--- src/rtl/ysyx_220053_if_stage_pkg.sv ---
// Shared IF-stage definitions: FSM state encodings, reset PC default and the
// canonical NOP word.
package ysyx_220053_if_stage_pkg;

    localparam int          XLEN_DEF     = 64;
    localparam logic [63:0] RESET_PC_DEF = 64'h8000_0000;
    localparam logic [31:0] NOP_INSTR    = 32'h0000_0013;

    typedef enum logic [1:0] {
        ST_BOOT = 2'd0,
        ST_REQ  = 2'd1,
        ST_WAIT = 2'd2,
        ST_HOLD = 2'd3
    } if_state_e;

endpackage

--- src/rtl/ysyx_220053_if_stage_if.sv ---
// Fetch-stage signal bundle: EX redirect, instruction bus request/response and
// the {pc, instr} handoff to ID_Reg.
interface ysyx_220053_if_stage_if #(
    parameter int XLEN = 64
) ();
    logic            redirect_valid;
    logic [XLEN-1:0] redirect_pc;

    logic            req_valid;
    logic [XLEN-1:0] req_addr;
    logic            req_ready;
    logic            resp_valid;
    logic [31:0]     resp_data;

    logic            out_valid;
    logic [XLEN-1:0] out_pc;
    logic [31:0]     out_instr;
    logic            out_ready;

    modport master (
        input  redirect_valid, redirect_pc, req_ready, resp_valid, resp_data, out_ready,
        output req_valid, req_addr, out_valid, out_pc, out_instr
    );

    modport slave (
        output redirect_valid, redirect_pc, req_ready, resp_valid, resp_data, out_ready,
        input  req_valid, req_addr, out_valid, out_pc, out_instr
    );
endinterface

--- src/rtl/ysyx_220053_if_stage.sv ---
// Instruction-fetch stage: PC register, single-outstanding fetch FSM, stale
// response drop flag and instruction buffer in one flat block.
module ysyx_220053_if_stage
    import ysyx_220053_if_stage_pkg::*;
#(
    parameter int              XLEN     = XLEN_DEF,
    parameter logic [XLEN-1:0] RESET_PC = XLEN'(RESET_PC_DEF)
) (
    input  logic                   clk,
    input  logic                   rst,
    ysyx_220053_if_stage_if.master bus
);

    localparam logic [XLEN-1:0] ALIGN_MASK = ~XLEN'(64'h3);
    localparam logic [XLEN-1:0] PC_STEP    = XLEN'(64'h4);

    if_state_e       state;
    logic [XLEN-1:0] pc;
    logic [XLEN-1:0] addr_q;
    logic [31:0]     instr_buf;
    logic            drop;
    logic [XLEN-1:0] redirect_tgt;

    assign redirect_tgt = bus.redirect_pc & ALIGN_MASK;

    // addr_q is the bus address; it only reloads on entry to REQ so an
    // unaccepted request never changes address even if pc is redirected.
    // drop marks the in-flight (or about-to-issue) request as stale.
    always_ff @(posedge clk or posedge rst) begin
        if (rst) begin
            state     <= ST_BOOT;
            pc        <= RESET_PC;
            addr_q    <= RESET_PC;
            drop      <= 1'b0;
            instr_buf <= 32'h0;
        end else begin
            case (state)
                ST_BOOT: begin
                    state <= ST_REQ;
                    if (bus.redirect_valid) begin
                        pc     <= redirect_tgt;
                        addr_q <= redirect_tgt;
                    end else begin
                        addr_q <= pc;
                    end
                end
                ST_REQ: begin
                    if (bus.redirect_valid) begin
                        pc   <= redirect_tgt;
                        drop <= 1'b1;
                    end
                    if (bus.req_ready) begin
                        state <= ST_WAIT;
                    end
                end
                ST_WAIT: begin
                    if (bus.resp_valid) begin
                        if (bus.redirect_valid) begin
                            pc     <= redirect_tgt;
                            addr_q <= redirect_tgt;
                            drop   <= 1'b0;
                            state  <= ST_REQ;
                        end else if (drop) begin
                            addr_q <= pc;
                            drop   <= 1'b0;
                            state  <= ST_REQ;
                        end else begin
                            instr_buf <= bus.resp_data;
                            state     <= ST_HOLD;
                        end
                    end else if (bus.redirect_valid) begin
                        pc   <= redirect_tgt;
                        drop <= 1'b1;
                    end
                end
                ST_HOLD: begin
                    if (bus.redirect_valid) begin
                        pc     <= redirect_tgt;
                        addr_q <= redirect_tgt;
                        state  <= ST_REQ;
                    end else if (bus.out_ready) begin
                        pc     <= pc + PC_STEP;
                        addr_q <= pc + PC_STEP;
                        state  <= ST_REQ;
                    end
                end
                default: state <= ST_BOOT;
            endcase
        end
    end

    assign bus.req_valid = (state == ST_REQ);
    assign bus.req_addr  = addr_q;
    // A redirect kills the held instruction in the same cycle.
    assign bus.out_valid = (state == ST_HOLD) && !bus.redirect_valid;
    assign bus.out_pc    = pc;
    assign bus.out_instr = instr_buf;

endmodule

--- src/flat_wrapper.sv ---
// flat-port wrapper written by rule: the top's interface ports become plain ports
module ysyx_220053_if_stage_flat import ysyx_220053_if_stage_pkg::*;
#(
    parameter int              XLEN     = XLEN_DEF,
    parameter logic [XLEN-1:0] RESET_PC = XLEN'(RESET_PC_DEF)
)
  (clk, rst, bus_redirect_valid, bus_redirect_pc, bus_req_ready, bus_resp_valid, bus_resp_data, bus_out_ready, bus_req_valid, bus_req_addr, bus_out_valid, bus_out_pc, bus_out_instr);
  ysyx_220053_if_stage_if #(.XLEN(XLEN)) bus_i ();
  input  logic clk;
  input  logic rst;
  input wire logic [$bits(bus_i.redirect_valid)-1:0] bus_redirect_valid;
  input wire logic [$bits(bus_i.redirect_pc)-1:0] bus_redirect_pc;
  input wire logic [$bits(bus_i.req_ready)-1:0] bus_req_ready;
  input wire logic [$bits(bus_i.resp_valid)-1:0] bus_resp_valid;
  input wire logic [$bits(bus_i.resp_data)-1:0] bus_resp_data;
  input wire logic [$bits(bus_i.out_ready)-1:0] bus_out_ready;
  output wire logic [$bits(bus_i.req_valid)-1:0] bus_req_valid;
  output wire logic [$bits(bus_i.req_addr)-1:0] bus_req_addr;
  output wire logic [$bits(bus_i.out_valid)-1:0] bus_out_valid;
  output wire logic [$bits(bus_i.out_pc)-1:0] bus_out_pc;
  output wire logic [$bits(bus_i.out_instr)-1:0] bus_out_instr;
  assign bus_i.redirect_valid = bus_redirect_valid;
  assign bus_i.redirect_pc = bus_redirect_pc;
  assign bus_i.req_ready = bus_req_ready;
  assign bus_i.resp_valid = bus_resp_valid;
  assign bus_i.resp_data = bus_resp_data;
  assign bus_i.out_ready = bus_out_ready;
  assign bus_req_valid = bus_i.req_valid;
  assign bus_req_addr = bus_i.req_addr;
  assign bus_out_valid = bus_i.out_valid;
  assign bus_out_pc = bus_i.out_pc;
  assign bus_out_instr = bus_i.out_instr;
  ysyx_220053_if_stage #(.XLEN(XLEN), .RESET_PC(RESET_PC)) u_core (.clk(clk), .rst(rst), .bus(bus_i));
endmodule
--- config.mk ---
export PLATFORM = sky130hd
export DESIGN_NAME = ysyx_220053_if_stage_flat
export DESIGN_NICKNAME = d
export VERILOG_FILES = /design/src/rtl/ysyx_220053_if_stage_pkg.sv /design/src/rtl/ysyx_220053_if_stage_if.sv /design/src/rtl/ysyx_220053_if_stage.sv /design/src/flat_wrapper.sv
export SDC_FILE = /design/constraint.sdc
export NUM_CORES = 1
export LEC_CHECK = 0
export BUFFER_PORTS_ARGS = -buffer_cell sky130_fd_sc_hd__buf_2
export CORE_MARGIN = 2
export CORE_UTILIZATION = 30
export CTS_BUF_LIST = sky130_fd_sc_hd__clkbuf_4
export DETAILED_ROUTE_END_ITERATION = 8
export PLACE_DENSITY = 0.6
export RECOVER_POWER = 50
export SYNTH_ARGS = -nofsm -noshare
export SYNTH_HDL_FRONTEND = slang
export SYNTH_SLANG_ARGS = --single-unit
--- constraint.sdc ---
create_clock -name clk -period 5.5 [get_ports clk]
set_clock_uncertainty 0.1 [all_clocks]
set_input_delay 0.55 -clock clk [delete_from_list [all_inputs] [get_ports clk]]
set_output_delay 0.55 -clock clk [all_outputs]
set_load 0.02 [all_outputs]
==> flow_summary.json <==
{
  "violations": "capacitance limit, slew limit",
  "yosys-top-cells-count": "161 x dfrtp_1, 126 x nand2_1, 77 x a21oi_1, 77 x o21ai_0, 56 x clkbuf_1",
  "post_cts_resized": 0,
  "grt_first_pass_wirelength_um": 48800,
  "cts_root_buf": "clkbuf_4",
  "overflow": 0,
  "grtUsageTotal_pct": 20.2,
  "coreArea_um2": 29700,
  "seqPwrFrac_pct": 39.6,
  "grt_pass1_vias": 8185,
  "die_w_um": 178,
  "globalplace.congestion": 0.830,
  "critPathLaunchType": "flip-flop",
  "syn_area_um2": 9100,
  "yosysSeqAreaShare_pct": 44.9,
  "drc_errors": 0,
  "run_status": "complete, but fails checks",
  "worstPathArrival_ns": 4.07,
  "pwr-share-clk_pct": 17.2,
  "worstPathCellList": "nand4_1, nor4_1, nand4_1, nor3_1, a31oi_1, o22a_1",
  "grt_max_degree": 80,
  "powerDensity_nw_per_um2": 438,
  "setup_slack_ns": 1.80,
  "finalMaxSlewViolations": 80,
  "worstPathRequired_ns": 5.87,
  "synth_edf_count": 0,
  "vias_per_cell": 5.38,
  "area_growth_pct": 19.8,
  "crit_type": "flip-flop to flip-flop",
  "final.setup.tns_ns": 0,
  "clock_latency_ns": 0.58,
  "port_buffers": 261,
  "drive_gt1_share_pct": 20.9,
  "drtIter0Drc": 699,
  "fmax_mhz": 270,
  "avgSynthCellArea_um2": 9.09,
  "internal_power_w": 0.00258,
  "yosys_warnings": 0,
  "die_h_um": 178,
  "period_share_pct": 67.3,
  "antenna_found_initial": 3,
  "swShare_pct": 46.0,
  "slew_headroom_pct": -153,
  "tightest_slew_ns": 3.78,
  "dieArea_um2": 31700,
  "h-tree-depth": 4,
  "yosysMostFrequentCell": "dfrtp_1",
  "yosysTopAreaCell": "dfrtp_1",
  "ys_async_sr_fraction_pct": 100,
  "path_max_fanout": 13,
  "vias": 8749,
  "cts.clk_slew.worst_paths_ns": 0.14,
  "netlist_top_cells_area": "dfrtp_1 44%, mux2_2 5.3%, nand2_1 5.2%, a21oi_1 4.2%, o21ai_0 4.2%",
  "start_util_pct": 30.6,
  "cts_sinks": 163,
  "rows": 63,
  "layout_min_cycle_time_ns": 3.70,
  "clockBufferDepth": 2,
  "switching_power_w": 0.00219,
  "combPwrFrac_pct": 43.1,
  "synth_nets": 1108,
  "synthCells": 1001,
  "nets": 1328,
  "hpwl_um": 23000,
  "synth_top_area_share_pct": 44.3,
  "p_leak_nw": 4.53,
  "drt-pass1-iter-count": 6,
  "io_pins": 264,
  "maxCapViolCount": 1,
  "ant_nets": 0,
  "preCtsSetupSlack_ns": 1.58,
  "worst_path_max_delay_cell": "nor4_1",
  "cts_tree": "built",
  "wl_per_cell_um": 20.0,
  "numCtsBuffers": 17,
  "drt-total-wl_um": 32600,
  "worstHoldPathType": "input port to flip-flop",
  "hold_violations": 0,
  "critPathMaxStageDelay_ns": 0.85,
  "synth.distinct_cells": 60,
  "crit_top_cell": "nand4_1",
  "peakVddDrop_mv": 0.264,
  "ys.flop_type": "dfrtp_1",
  "ys_seq_elements": 163,
  "rsz0062_at_grt": "no",
  "finalSetupViolCount": 0,
  "end_kind": "flip-flop"
}
-- worst paths after layout --
path | start | endpoint | slack (ns) | cells after the start
max | u_core.bus.out_pc[17] | u_core.bus.out_pc[35] | 1.80 | 6
min | bus_resp_valid | u_core.drop | 0.1 | 2
max reg2reg | u_core.bus.out_pc[17] | u_core.bus.out_pc[35] | 1.80 | 6
min reg2reg | u_core.bus.req_addr[15] | u_core.bus.req_addr[15] | 0.39 | 2
max in group asynchronous | rst | u_core.bus.out_pc[22] | 1.86 | 4
min in group asynchronous | rst | u_core.bus.req_addr[50] | 1.51 | 3
-- through the flow --
stage	total power (W)	instances	hold slack [ns]	area, um^2	util, %
after floorplan	0.00325	1001	0.405	9100	-
after global placement	0.00402	1591	0.356	10700	36.1
after detailed placement	0.00407	1591	0.366	10700	36.1
after CTS	0.00490	1624	0.0391	11000	37.2
after global routing	0.00509	1626	0.0322	10900	36.7
final	0.00477	1627	0.0961	10900	36.7
-- metal layers --
layer / global-route usage, % / wire, um
met4: 5.64 / 584
met5: 0 / 0
met2: 32.3 / 15600
met1: 27.2 / 14100
met3: 4.69 / 2380
-- cell families (layout without fill, tap and decap cells) --
logic type	count (synthesis)	count (layout)	synth area share, %
buf+inv	97	330	4.15
flops	163	163	44.9
fa+ha+maj	5	5	0.688
simple gates	355	355	19.4
compound gates	260	260	17.9
other cells	0	3	0
xor+xnor	68	68	6.55
mux	53	53	6.42
-- area by class of cell --
class                      count  area (um^2)
multi-input combinational    741         4650
clock buffer                  17          128
sequential                   163         4080
fill                        3123        18800
antenna                        3         7.51
tap                          390          488
clock inverter                15          190
inverter                      23         87.6
timing repair buffer         275         1260
-- worst max-delay path, delay by kind of cell (launching register included) --
| kind | cells | cell delay (ns) |
|---|---|---|
| AOI/OAI and AO/OA | 2 | 0.36 |
| DFF | 1 | 0.56 |
| and+or+nand+nor | 4 | 2.59 |
-- power groups by stage --
| stage | registers [W] | logic, W | clock network, W |
|---|---|---|---|
| 2_1_floorplan | 0.00229 | 0.000959 | 0 |
| 3_3_place_gp | 0.00189 | 0.00213 | 0 |
| 3_5_place_dp | 0.00190 | 0.00217 | 0 |
| 4_1_cts | 0.00188 | 0.00217 | 0.000850 |
| 5_1_grt | 0.00195 | 0.00225 | 0.000892 |
| 6_report | 0.00189 | 0.00206 | 0.000821 |
-- cells in the final DEF (no fill, tap or decap), types with 8 or more instances in the layout --
master | netlist | routed
a31o_2 | 10 | 10
nand2_1 | 126 | 126
mux2i_1 | 10 | 10
nor3_1 | 29 | 28
a31oi_1 | 8 | 8
nand4_1 | 24 | 24
a21oi_1 | 77 | 77
nand3_1 | 35 | 35
o221ai_1 | 23 | 23
mux2_2 | 43 | 43
buf_4 | 1 | 14
xor2_1 | 24 | 24
clkbuf_1 | 56 | 121
xnor2_1 | 44 | 44
clkbuf_4 | 0 | 17
nor2_1 | 55 | 54
buf_2 | 8 | 139
o31ai_1 | 13 | 13
dfrtp_1 | 161 | 161
nor4_1 | 16 | 16
and3_1 | 34 | 34
o21ai_0 | 77 | 77
inv_1 | 23 | 21
-- flip-flops by register name, summed over array words and instances, names as in the netlist --
register              cells
u_core.bus.out_instr     32
u_core.state              2
u_core.drop               1
u_core.bus.req_addr      64
u_core.bus.out_pc        64
-- repair_timing --
| action | in CTS | in global routing |
|---|---|---|
| hold buffers | 1 | 0 |
| setup buffers | 0 | 0 |
| hold endpoints to repair | 19 | 0 |
Note: power is estimated with default switching activity, not from simulation.
